$ cat src/rtl/control_unit.sv
// Multi-cycle instruction control unit: decodes opcodes into datapath strobes and sequences MLT, STIN and LOUT.
// Optional multiply sequencing is enabled by defining CONTROL_UNIT_MLT_EN; without it MLT/MLTI retire as illegal.
// Opcodes: ADD=0 SUB=1 ADDI=2 SUBI=3 MLT=4 MLTI=5 JMP=6 BEQ=7 STIN=8 LOUT=9 NOP=10. ALU: RADD=1 RSUB=2 RMLT=3.
module control_unit #(
    parameter int OPCODE_W   = 6,
    parameter int ALU_W      = 3,
    parameter int MLT_CYCLES = 3
) (
    input  logic                clk,
    input  logic                n_reset,
    input  logic                instr_valid,
    input  logic [OPCODE_W-1:0] opcode,
    input  logic                ZF,
    input  logic                in_valid,
    input  logic                out_ready,
    output logic                instr_ready,
    output logic [ALU_W-1:0]    alu_func,
    output logic                reg_write,
    output logic                immediate,
    output logic                pc_rel_branch,
    output logic                read_in,
    output logic                write_out,
    output logic                pc_en,
    output logic                illegal_op
);

    localparam logic [OPCODE_W-1:0] OP_ADD  = OPCODE_W'(0);
    localparam logic [OPCODE_W-1:0] OP_SUB  = OPCODE_W'(1);
    localparam logic [OPCODE_W-1:0] OP_ADDI = OPCODE_W'(2);
    localparam logic [OPCODE_W-1:0] OP_SUBI = OPCODE_W'(3);
    localparam logic [OPCODE_W-1:0] OP_JMP  = OPCODE_W'(6);
    localparam logic [OPCODE_W-1:0] OP_BEQ  = OPCODE_W'(7);
    localparam logic [OPCODE_W-1:0] OP_STIN = OPCODE_W'(8);
    localparam logic [OPCODE_W-1:0] OP_LOUT = OPCODE_W'(9);
    localparam logic [OPCODE_W-1:0] OP_NOP  = OPCODE_W'(10);

    localparam logic [ALU_W-1:0] RADD = ALU_W'(1);
    localparam logic [ALU_W-1:0] RSUB = ALU_W'(2);

    localparam logic [1:0] READY    = 2'd0;
    localparam logic [1:0] IN_WAIT  = 2'd1;
    localparam logic [1:0] OUT_WAIT = 2'd2;

`ifdef CONTROL_UNIT_MLT_EN
    localparam logic [OPCODE_W-1:0] OP_MLT  = OPCODE_W'(4);
    localparam logic [OPCODE_W-1:0] OP_MLTI = OPCODE_W'(5);
    localparam logic [ALU_W-1:0]    RMLT    = ALU_W'(3);
    localparam logic [1:0]          MLT_BUSY = 2'd3;
    localparam int                  CNT_W    = 4;
    localparam logic [CNT_W-1:0]    CNT_LOAD = CNT_W'(MLT_CYCLES - 1);
`endif

    logic [1:0]       r_state;
    logic [ALU_W-1:0] r_alu_func;
    logic             r_reg_write;
    logic             r_immediate;
    logic             r_pc_rel_branch;
    logic             r_pc_en;
    logic             r_illegal_op;

    logic [ALU_W-1:0] w_dec_alu;
    logic             w_dec_reg_write;
    logic             w_dec_immediate;
    logic             w_dec_branch;
    logic             w_dec_illegal;
    logic             w_dec_pc_en;
    logic [1:0]       w_dec_state;

    logic w_accept;
    logic w_done;
    logic w_mlt_busy;
    logic w_mlt_last;

    // Single-cycle ops produce registered strobes for E1; multi-cycle ops only pick the wait state.
    always_comb begin
        w_dec_alu       = '0;
        w_dec_reg_write = 1'b0;
        w_dec_immediate = 1'b0;
        w_dec_branch    = 1'b0;
        w_dec_illegal   = 1'b0;
        w_dec_pc_en     = 1'b1;
        w_dec_state     = READY;
        case (opcode)
            OP_ADD:  begin w_dec_alu = RADD; w_dec_reg_write = 1'b1; end
            OP_ADDI: begin w_dec_alu = RADD; w_dec_reg_write = 1'b1; w_dec_immediate = 1'b1; end
            OP_SUB:  begin w_dec_alu = RSUB; w_dec_reg_write = 1'b1; end
            OP_SUBI: begin w_dec_alu = RSUB; w_dec_reg_write = 1'b1; w_dec_immediate = 1'b1; end
            OP_JMP:  w_dec_branch = 1'b1;
            OP_BEQ:  w_dec_branch = ZF;
            OP_NOP:  w_dec_pc_en  = 1'b1;
            OP_STIN: begin w_dec_pc_en = 1'b0; w_dec_state = IN_WAIT; end
            OP_LOUT: begin w_dec_pc_en = 1'b0; w_dec_state = OUT_WAIT; end
`ifdef CONTROL_UNIT_MLT_EN
            OP_MLT, OP_MLTI: begin w_dec_pc_en = 1'b0; w_dec_state = MLT_BUSY; end
`endif
            default: w_dec_illegal = 1'b1;
        endcase
    end

    assign w_done = ((r_state == IN_WAIT) && in_valid) ||
                    ((r_state == OUT_WAIT) && out_ready) || w_mlt_last;
    assign instr_ready = n_reset && ((r_state == READY) || w_done);
    assign w_accept    = instr_valid && instr_ready;

    // A new opcode accepted in a completion cycle overrides the return to READY.
    always_ff @(posedge clk or negedge n_reset) begin
        if (!n_reset) begin
            r_state         <= READY;
            r_alu_func      <= '0;
            r_reg_write     <= 1'b0;
            r_immediate     <= 1'b0;
            r_pc_rel_branch <= 1'b0;
            r_pc_en         <= 1'b0;
            r_illegal_op    <= 1'b0;
        end else begin
            r_alu_func      <= '0;
            r_reg_write     <= 1'b0;
            r_immediate     <= 1'b0;
            r_pc_rel_branch <= 1'b0;
            r_pc_en         <= 1'b0;
            r_illegal_op    <= 1'b0;
            if (w_accept) begin
                r_state         <= w_dec_state;
                r_alu_func      <= w_dec_alu;
                r_reg_write     <= w_dec_reg_write;
                r_immediate     <= w_dec_immediate;
                r_pc_rel_branch <= w_dec_branch;
                r_pc_en         <= w_dec_pc_en;
                r_illegal_op    <= w_dec_illegal;
            end else if (w_done) begin
                r_state <= READY;
            end
        end
    end

`ifdef CONTROL_UNIT_MLT_EN
    logic [CNT_W-1:0] r_cnt;
    logic             r_mlt_imm;

    // Counter runs down to zero; the zero cycle is the retiring cycle of the multiply.
    always_ff @(posedge clk or negedge n_reset) begin
        if (!n_reset) begin
            r_cnt     <= '0;
            r_mlt_imm <= 1'b0;
        end else if (w_accept) begin
            r_cnt     <= CNT_LOAD;
            r_mlt_imm <= (opcode == OP_MLTI);
        end else if (w_mlt_busy && (r_cnt != '0)) begin
            r_cnt <= r_cnt - 1'b1;
        end
    end

    assign w_mlt_busy = (r_state == MLT_BUSY);
    assign w_mlt_last = w_mlt_busy && (r_cnt == '0);
    assign alu_func   = w_mlt_busy ? RMLT : r_alu_func;
    assign immediate  = r_immediate || (w_mlt_busy && r_mlt_imm);
`else
    logic [4:0] w_unused_mlt_cycles;
    assign w_unused_mlt_cycles = 5'(MLT_CYCLES);
    assign w_mlt_busy = 1'b0;
    assign w_mlt_last = 1'b0;
    assign alu_func   = r_alu_func;
    assign immediate  = r_immediate;
`endif

    assign reg_write     = r_reg_write || ((r_state == IN_WAIT) && in_valid) || w_mlt_last;
    assign pc_en         = r_pc_en || w_done;
    assign read_in       = (r_state == IN_WAIT);
    assign write_out     = (r_state == OUT_WAIT);
    assign pc_rel_branch = r_pc_rel_branch;
    assign illegal_op    = r_illegal_op;

endmodule

$ cat config.mk
export PLATFORM = sky130hd
export DESIGN_NAME = control_unit
export DESIGN_NICKNAME = d
export VERILOG_FILES = /design/src/rtl/control_unit.sv
export SDC_FILE = /design/constraint.sdc
export NUM_CORES = 1
export LEC_CHECK = 0
export ABC_AREA = 1
export CORE_MARGIN = 2
export CORE_UTILIZATION = 35
export DETAILED_ROUTE_END_ITERATION = 7
export GPL_TIMING_DRIVEN = 0
export HOLD_SLACK_MARGIN = 0.02
export PLACE_DENSITY = 0.73
export SLEW_MARGIN = 0
export SYNTH_ARGS = -nofsm -noshare
export SYNTH_HDL_FRONTEND = slang
export SYNTH_SLANG_ARGS = --single-unit
$ cat constraint.sdc
create_clock -name clk -period 0.95 [get_ports clk]
set_input_delay 0.1425 -clock clk [delete_from_list [all_inputs] [get_ports clk]]
set_output_delay 0.1425 -clock clk [all_outputs]
set_load 0.005 [all_outputs]
# [Word-level counts from Yosys, hierarchy flattened]
# Index checks and enable logic that the tools add are counted.
[totals] register_bits=10 input_bits=12 elab_cells=49 output_inout_bits=11
[classes] n_reduce_logical=17 n_mux=15 eq_ne=10
[op_table] operator="equality test 6 x 4 -> 1 bit, second input constant" n=3
[op_table] operator="equality test 6 x 2 -> 1 bit, second input constant" n=2
[op_table] operator="equality test 6 x 3 -> 1 bit, second input constant" n=2
[op_table] operator="2-to-1 mux 1 bit" n=9
[op_table] operator="OR reduction 9 bit" n=1
[op_table] operator="case mux 2 bit (2 select lines)" n=2
[op_table] operator="OR reduction 2 bit" n=4
[op_table] operator="equality test 6 x 1 -> 1 bit, second input constant" n=1
[op_table] operator="logical NOT 6 bit" n=1
[op_table] operator="logical AND 1 bit" n=4
[op_table] operator="logical OR 1 bit" n=4
[op_table] operator="2-to-1 mux 2 bit" n=2
[op_table] operator="OR reduction 4 bit" n=1
[op_table] operator="2-to-1 mux 3 bit" n=1
[op_table] operator="equality test 2 x 1 -> 1 bit, second input constant" n=1
[op_table] operator="equality test 2 bit, second input constant" n=1
[op_table] operator="logical NOT 2 bit" n=1
[op_table] operator="case mux 1 bit (2 select lines)" n=1
[op_table] operator="nonzero test 2 bit" n=1

# [Longest topological paths before layout]
[depth] depth_word=7 ltp_mapped=6 mapped_depth_nobuf=6

# [Worst setup path after synthesis]
# OpenSTA, ideal clock, no wires.
[synth_timing] kind="reg2reg" start="register r_state[1]" end="register r_alu_func[0], in the netlist alu_func[0]" arrival_ns=0.925 path_slack_ns=-0.056 path_stages_with_launch=5 synth_period_minus_slack_ns=1.006 t_required_ns=0.868 setup_ns=0.082 n_path_buf=0 path_cell_list="dfrtp_1 nor2_1 nand3b_4 nand3_4 nor3_2"
[synth_via] elab_chain_cells=7 elab_cells_between_ends=10 classes_between="2 x eq/ne; 1 x mux; 7 x reduce/logical"
[synth_rtl] item="start, declared" line="53" text="logic [1:0] r_state;"
[synth_rtl] item="start signal, assigned" line="123" text="r_state <= w_dec_state;"
[synth_rtl] item="equality test 2 x 1 -> 1 bit / equality test 2 bit (equally long branches)" line="100, 101"
[synth_rtl] item="logical AND 1 bit (on tied branches)" line="100, 101"
[synth_rtl] item="logical OR 1 bit" line="100" text="assign w_done = ((r_state == IN_WAIT) && in_valid) ||"
[synth_rtl] item="logical OR 1 bit *" line="102" text="assign instr_ready = n_reset && ((r_state == READY) || w_done);"
[synth_rtl] item="logical AND 1 bit *" line="102"
[synth_rtl] item="logical AND 1 bit *" line="103" text="assign w_accept = instr_valid && instr_ready;"
[synth_rtl] item="2-to-1 mux 3 bit *" line="122" text="if (w_accept) begin"
[synth_rtl] item="end signal, assigned" line="124" text="r_alu_func <= w_dec_alu;"
[synth_rtl] item="end, declared" line="54" text="logic [ALU_W-1:0] r_alu_func;"
# Every way passes the cells marked *; elsewhere a longest branch is shown, timed or not.
# A chain may end at the register's enable or synchronous reset.

# [Worst setup path after layout]
[layout_timing] start="register r_state[0]" end="output instr_ready"
[layout_via] elab_chain_cells=5 elab_cells_between_ends=8 classes_between="2 x eq/ne; 6 x reduce/logical"
[layout_rtl] item="equality test 2 x 1 -> 1 bit / equality test 2 bit (equally long branches)" line="100, 101"
[layout_rtl] item="logical AND 1 bit (on tied branches)" line="100, 101"
[layout_rtl] item="logical OR 1 bit" line="100"
[layout_rtl] item="logical OR 1 bit *" line="102"
[layout_rtl] item="logical AND 1 bit *" line="102"
[layout_rtl] item="end, declared" line="16" text="output logic instr_ready,"
# Marked as above.

==> reports/results.tsv <==
stage	metric	value	unit
detailed_routing	avgViaCountPerCell	4.699	
setup_path	rrSetupSlack	-0.36	ns
clock_tree	numCtsBuffers	3	
setup_path	reg2reg_depth	6	
setup_path	path_class	reg -> out	
synthesis	yosys.cell_types.count	18	
synthesis	synthFlopType	dfrtp_1	
synthesis	yosys.area.top_type_share	44.44	%
timing	setup-violations-final	14	
floorplan	start_util	37.99	%
detailed_routing	wl_per_cell	10.97	um
clock_tree	cts_buffer_depth	2	
floorplan	core	1334	um^2
floorplan	io_pins	23	
timing	fin_skew	0.008212	ns
setup_path	crit_path_end_kind	output port	
pwr	fin_total_pwr	843.1	uW
timing	holdWs	-0.01521	ns
timing	drv_slew	0	
detailed_routing	drtAntennaViolNets	0	
clock_tree	root_buffer	clkbuf_4	
synthesis	yosysMostFrequentCell	dfrtp_1	
clock_tree	clk_latency	0.26	ns
timing	fin_setup_tns	-4.585	ns
timing	hold_viol	9	
clock_tree	tritoncts	yes	
synthesis	synth_top_cell_by_area	dfrtp_1	
grt	grt_pass1_wl	1897	um
setup_path	max_stage_delay	0.46	ns
floorplan	die-area	1768	um^2
cells_and_area	final_net_count	101	
timing	maxSlewHeadroom	60.48	%
flow_run	maxCapViolations	0	
outcome	status	finished, violations left	
floorplan	die_y	42.05	um
detailed_routing	num_vias	484	
grt	grt_max_degree	15	
pwr	p_comb_share	18.2	%
pwr	p_clk_share	34.9	%
grt	grt_pass1_vias	451	
pwr	switching_share	25.94	%
setup_path	crit_path_top_delay_cell	dfrtp_2	
setup_path	cp_top_family	flip-flops	
synthesis	synth.avg_cell_area	8.890	um^2
detailed_routing	drc	0	
floorplan	row_count	13	
grt	overflow	0	
clock_tree	cts.sinks	9	
timing	rsz0062_at_grt	true	
pwr	intPower	624.4	uW
clock_tree	htree_num_levels	1	
setup_path	crit_buf_inv	3	
setup_path	crit_chain	buf_6 -> nor2_4 -> nand3b_4 -> nand2_1 -> inv_1 -> buf_2	
pwr	power_density	1043	nW/um^2
placed_design	io_buffers	21	
synthesis	synth-seq-cells	9	
detailed_routing	drtPass1Iterations	2	
cells_and_area	syn2layout_area_growth	59.51	%
synthesis	ys_warn_count	0	
pwr	ir_drop	537.0	uV
cells_and_area	drive_gt1_share	44.32	%
pwr	seqPwrFrac	46.9	%
synthesis	async_flop_share	100.0	%
timing	final.setup.worst_slack	-0.4875	ns
setup_path	r2r_start	r_state[0]	
setup_path	arrival	1.30	ns
synthesis	ys_top_cells_by_area	dfrtp_1 44%, nor3_2 7.9%, inv_1 5.9%	
placed_design	dpl.hpwl	756.6	um
timing	worst_pin_slew	0.5928	ns
cells_and_area	diodes	0	
synthesis	synth_cells	57	
setup_path	r2r_end	pc_rel_branch	
synthesis	syn_area	506.7	um^2
clock_tree	path_clk_slew	0.07	ns
detailed_routing	drt_iter0_markers	1	
grt	antenna_found_initial	0	
timing	fmax	695.6	MHz
setup_path	start_kind	flip-flop	
timing	min_period	1.438	ns
timing	fin_crit_sh	151.3	%
synthesis	synth_top_cells_by_count	9 x dfrtp_1, 8 x inv_1, 8 x nand2_1	
floorplan	die_w	42.05	um
placed_design	gp_congestion	0.7957	
outcome	violations	negative hold slack, negative setup slack	
synthesis	synth_nets	69	
pwr	total_leakage_power	0.4038	nW
hold_path	hp-class	in -> async	
detailed_routing	drt-total-wl	1130	um
pwr	power_switching	218.7	uW
setup_path	required	0.81	ns
synthesis	seq_area_frac_synth	44.44	%
setup_path	cp_max_fo	5	
grt	grt_usage	14.30	%
synthesis	synth_edf_count	0	
per-layer routing:
| layer | vias up | global-route usage [%] | part of all wire, % |
|---|---|---|---|
| li1 | 247 | - | - |
| met1 | 216 | 17.57 | 43 |
| met2 | 19 | 21.56 | 47 |
| met3 | 2 | 3.017 | 7.6 |
| met4 | 0 | 11.25 | 1.7 |
| met5 | - | 0 | 0 |
layout make-up:
cell class | instances | area (um^2)
clock inverters | 1 | 5.005
multi-input cells | 38 | 271.5
plain buffers | 1 | 7.507
flip-flops and latches | 9 | 227.7
clock buffers | 3 | 22.52
inverters | 9 | 33.78
well taps | 15 | 18.77
repair buffers | 27 | 221.5
fillers | 119 | 525.5
logic make-up (layout without fill, tap and decap cells):
kind of cell	Yosys count	in the layout	synth area share, %
and+or+nand+nor	36	36	45.43
buffers and inverters	10	41	8.148
DFF	9	9	44.45
other	1	1	0.7400
AOI/OAI and AO/OA	1	1	1.235
through the flow:
stage                     instances  hold slack [ns]  utilization (%)  cell area (um^2)  setup slack, ns
after floorplan                  57          -0.1531                -             506.7         -0.04483
after global placement           93           0.5367            55.16             735.7          -0.8505
after detailed placement         93           0.5483            55.16             735.7          -0.8688
after CTS                       102         -0.01353            59.38             792.0          -0.4630
after global routing            103          0.03304            60.60             808.3          -0.5550
final                           103         -0.01521            60.60             808.3          -0.4875
cell usage in the layout (no fill, tap or decap):
master,count
nor2_2,3
buf_4,4
nand3_1,3
nand2_2,2
dfrtp_2,2
conb_1,1
dfrtp_1,7
nand3_4,3
nor3_1,1
nand3b_4,1
nand4_1,4
nor3_2,3
nand2_1,7
nor3_4,1
clkinv_2,1
a31oi_1,1
buf_6,4
dlygate4sd2_1,1
inv_1,7
or2_1,1
nor2_4,1
buf_2,9
inv_2,2
clkdlybuf4s50_1,10
nor2_1,6
clkbuf_4,3
worst max path at each step:
stage	startpoint	end	slack (ns)	cells past startpoint
detailed placement	n_reset	instr_ready	-0.87	4
CTS	r_state[1]	instr_ready	-0.46	6
global route	r_state[0]	instr_ready	-0.56	6
finish	r_state[0]	instr_ready	-0.49	6
global placement	n_reset	instr_ready	-0.85	4
floorplan	r_state[0]	alu_func[0]	-0.04	4
power groups by stage:
| stage | clock network [mW] | registers (mW) | logic (mW) |
|---|---|---|---|
| floorplan | 0 | 0.401 | 0.0540 |
| global placement | 0 | 0.401 | 0.145 |
| finish | 0.294 | 0.396 | 0.153 |
| global route | 0.322 | 0.396 | 0.167 |
| CTS | 0.303 | 0.395 | 0.149 |
| detailed placement | 0 | 0.402 | 0.147 |
sequential cells by signal, indices dropped and copies added, names as in the netlist:
signal	flops
r_pc_en	1
pc_rel_branch	1
immediate	1
illegal_op	1
r_state	2
alu_func	2
r_reg_write	1
what timing repair did:
item	in CTS	in global routing
resized for setup	50	2
pin swaps	6	4
setup buffers	5	1
endpoints found under the setup margin	19	14
hold endpoints to repair	9	0
No activity file was read; power rests on OpenSTA's default activity.
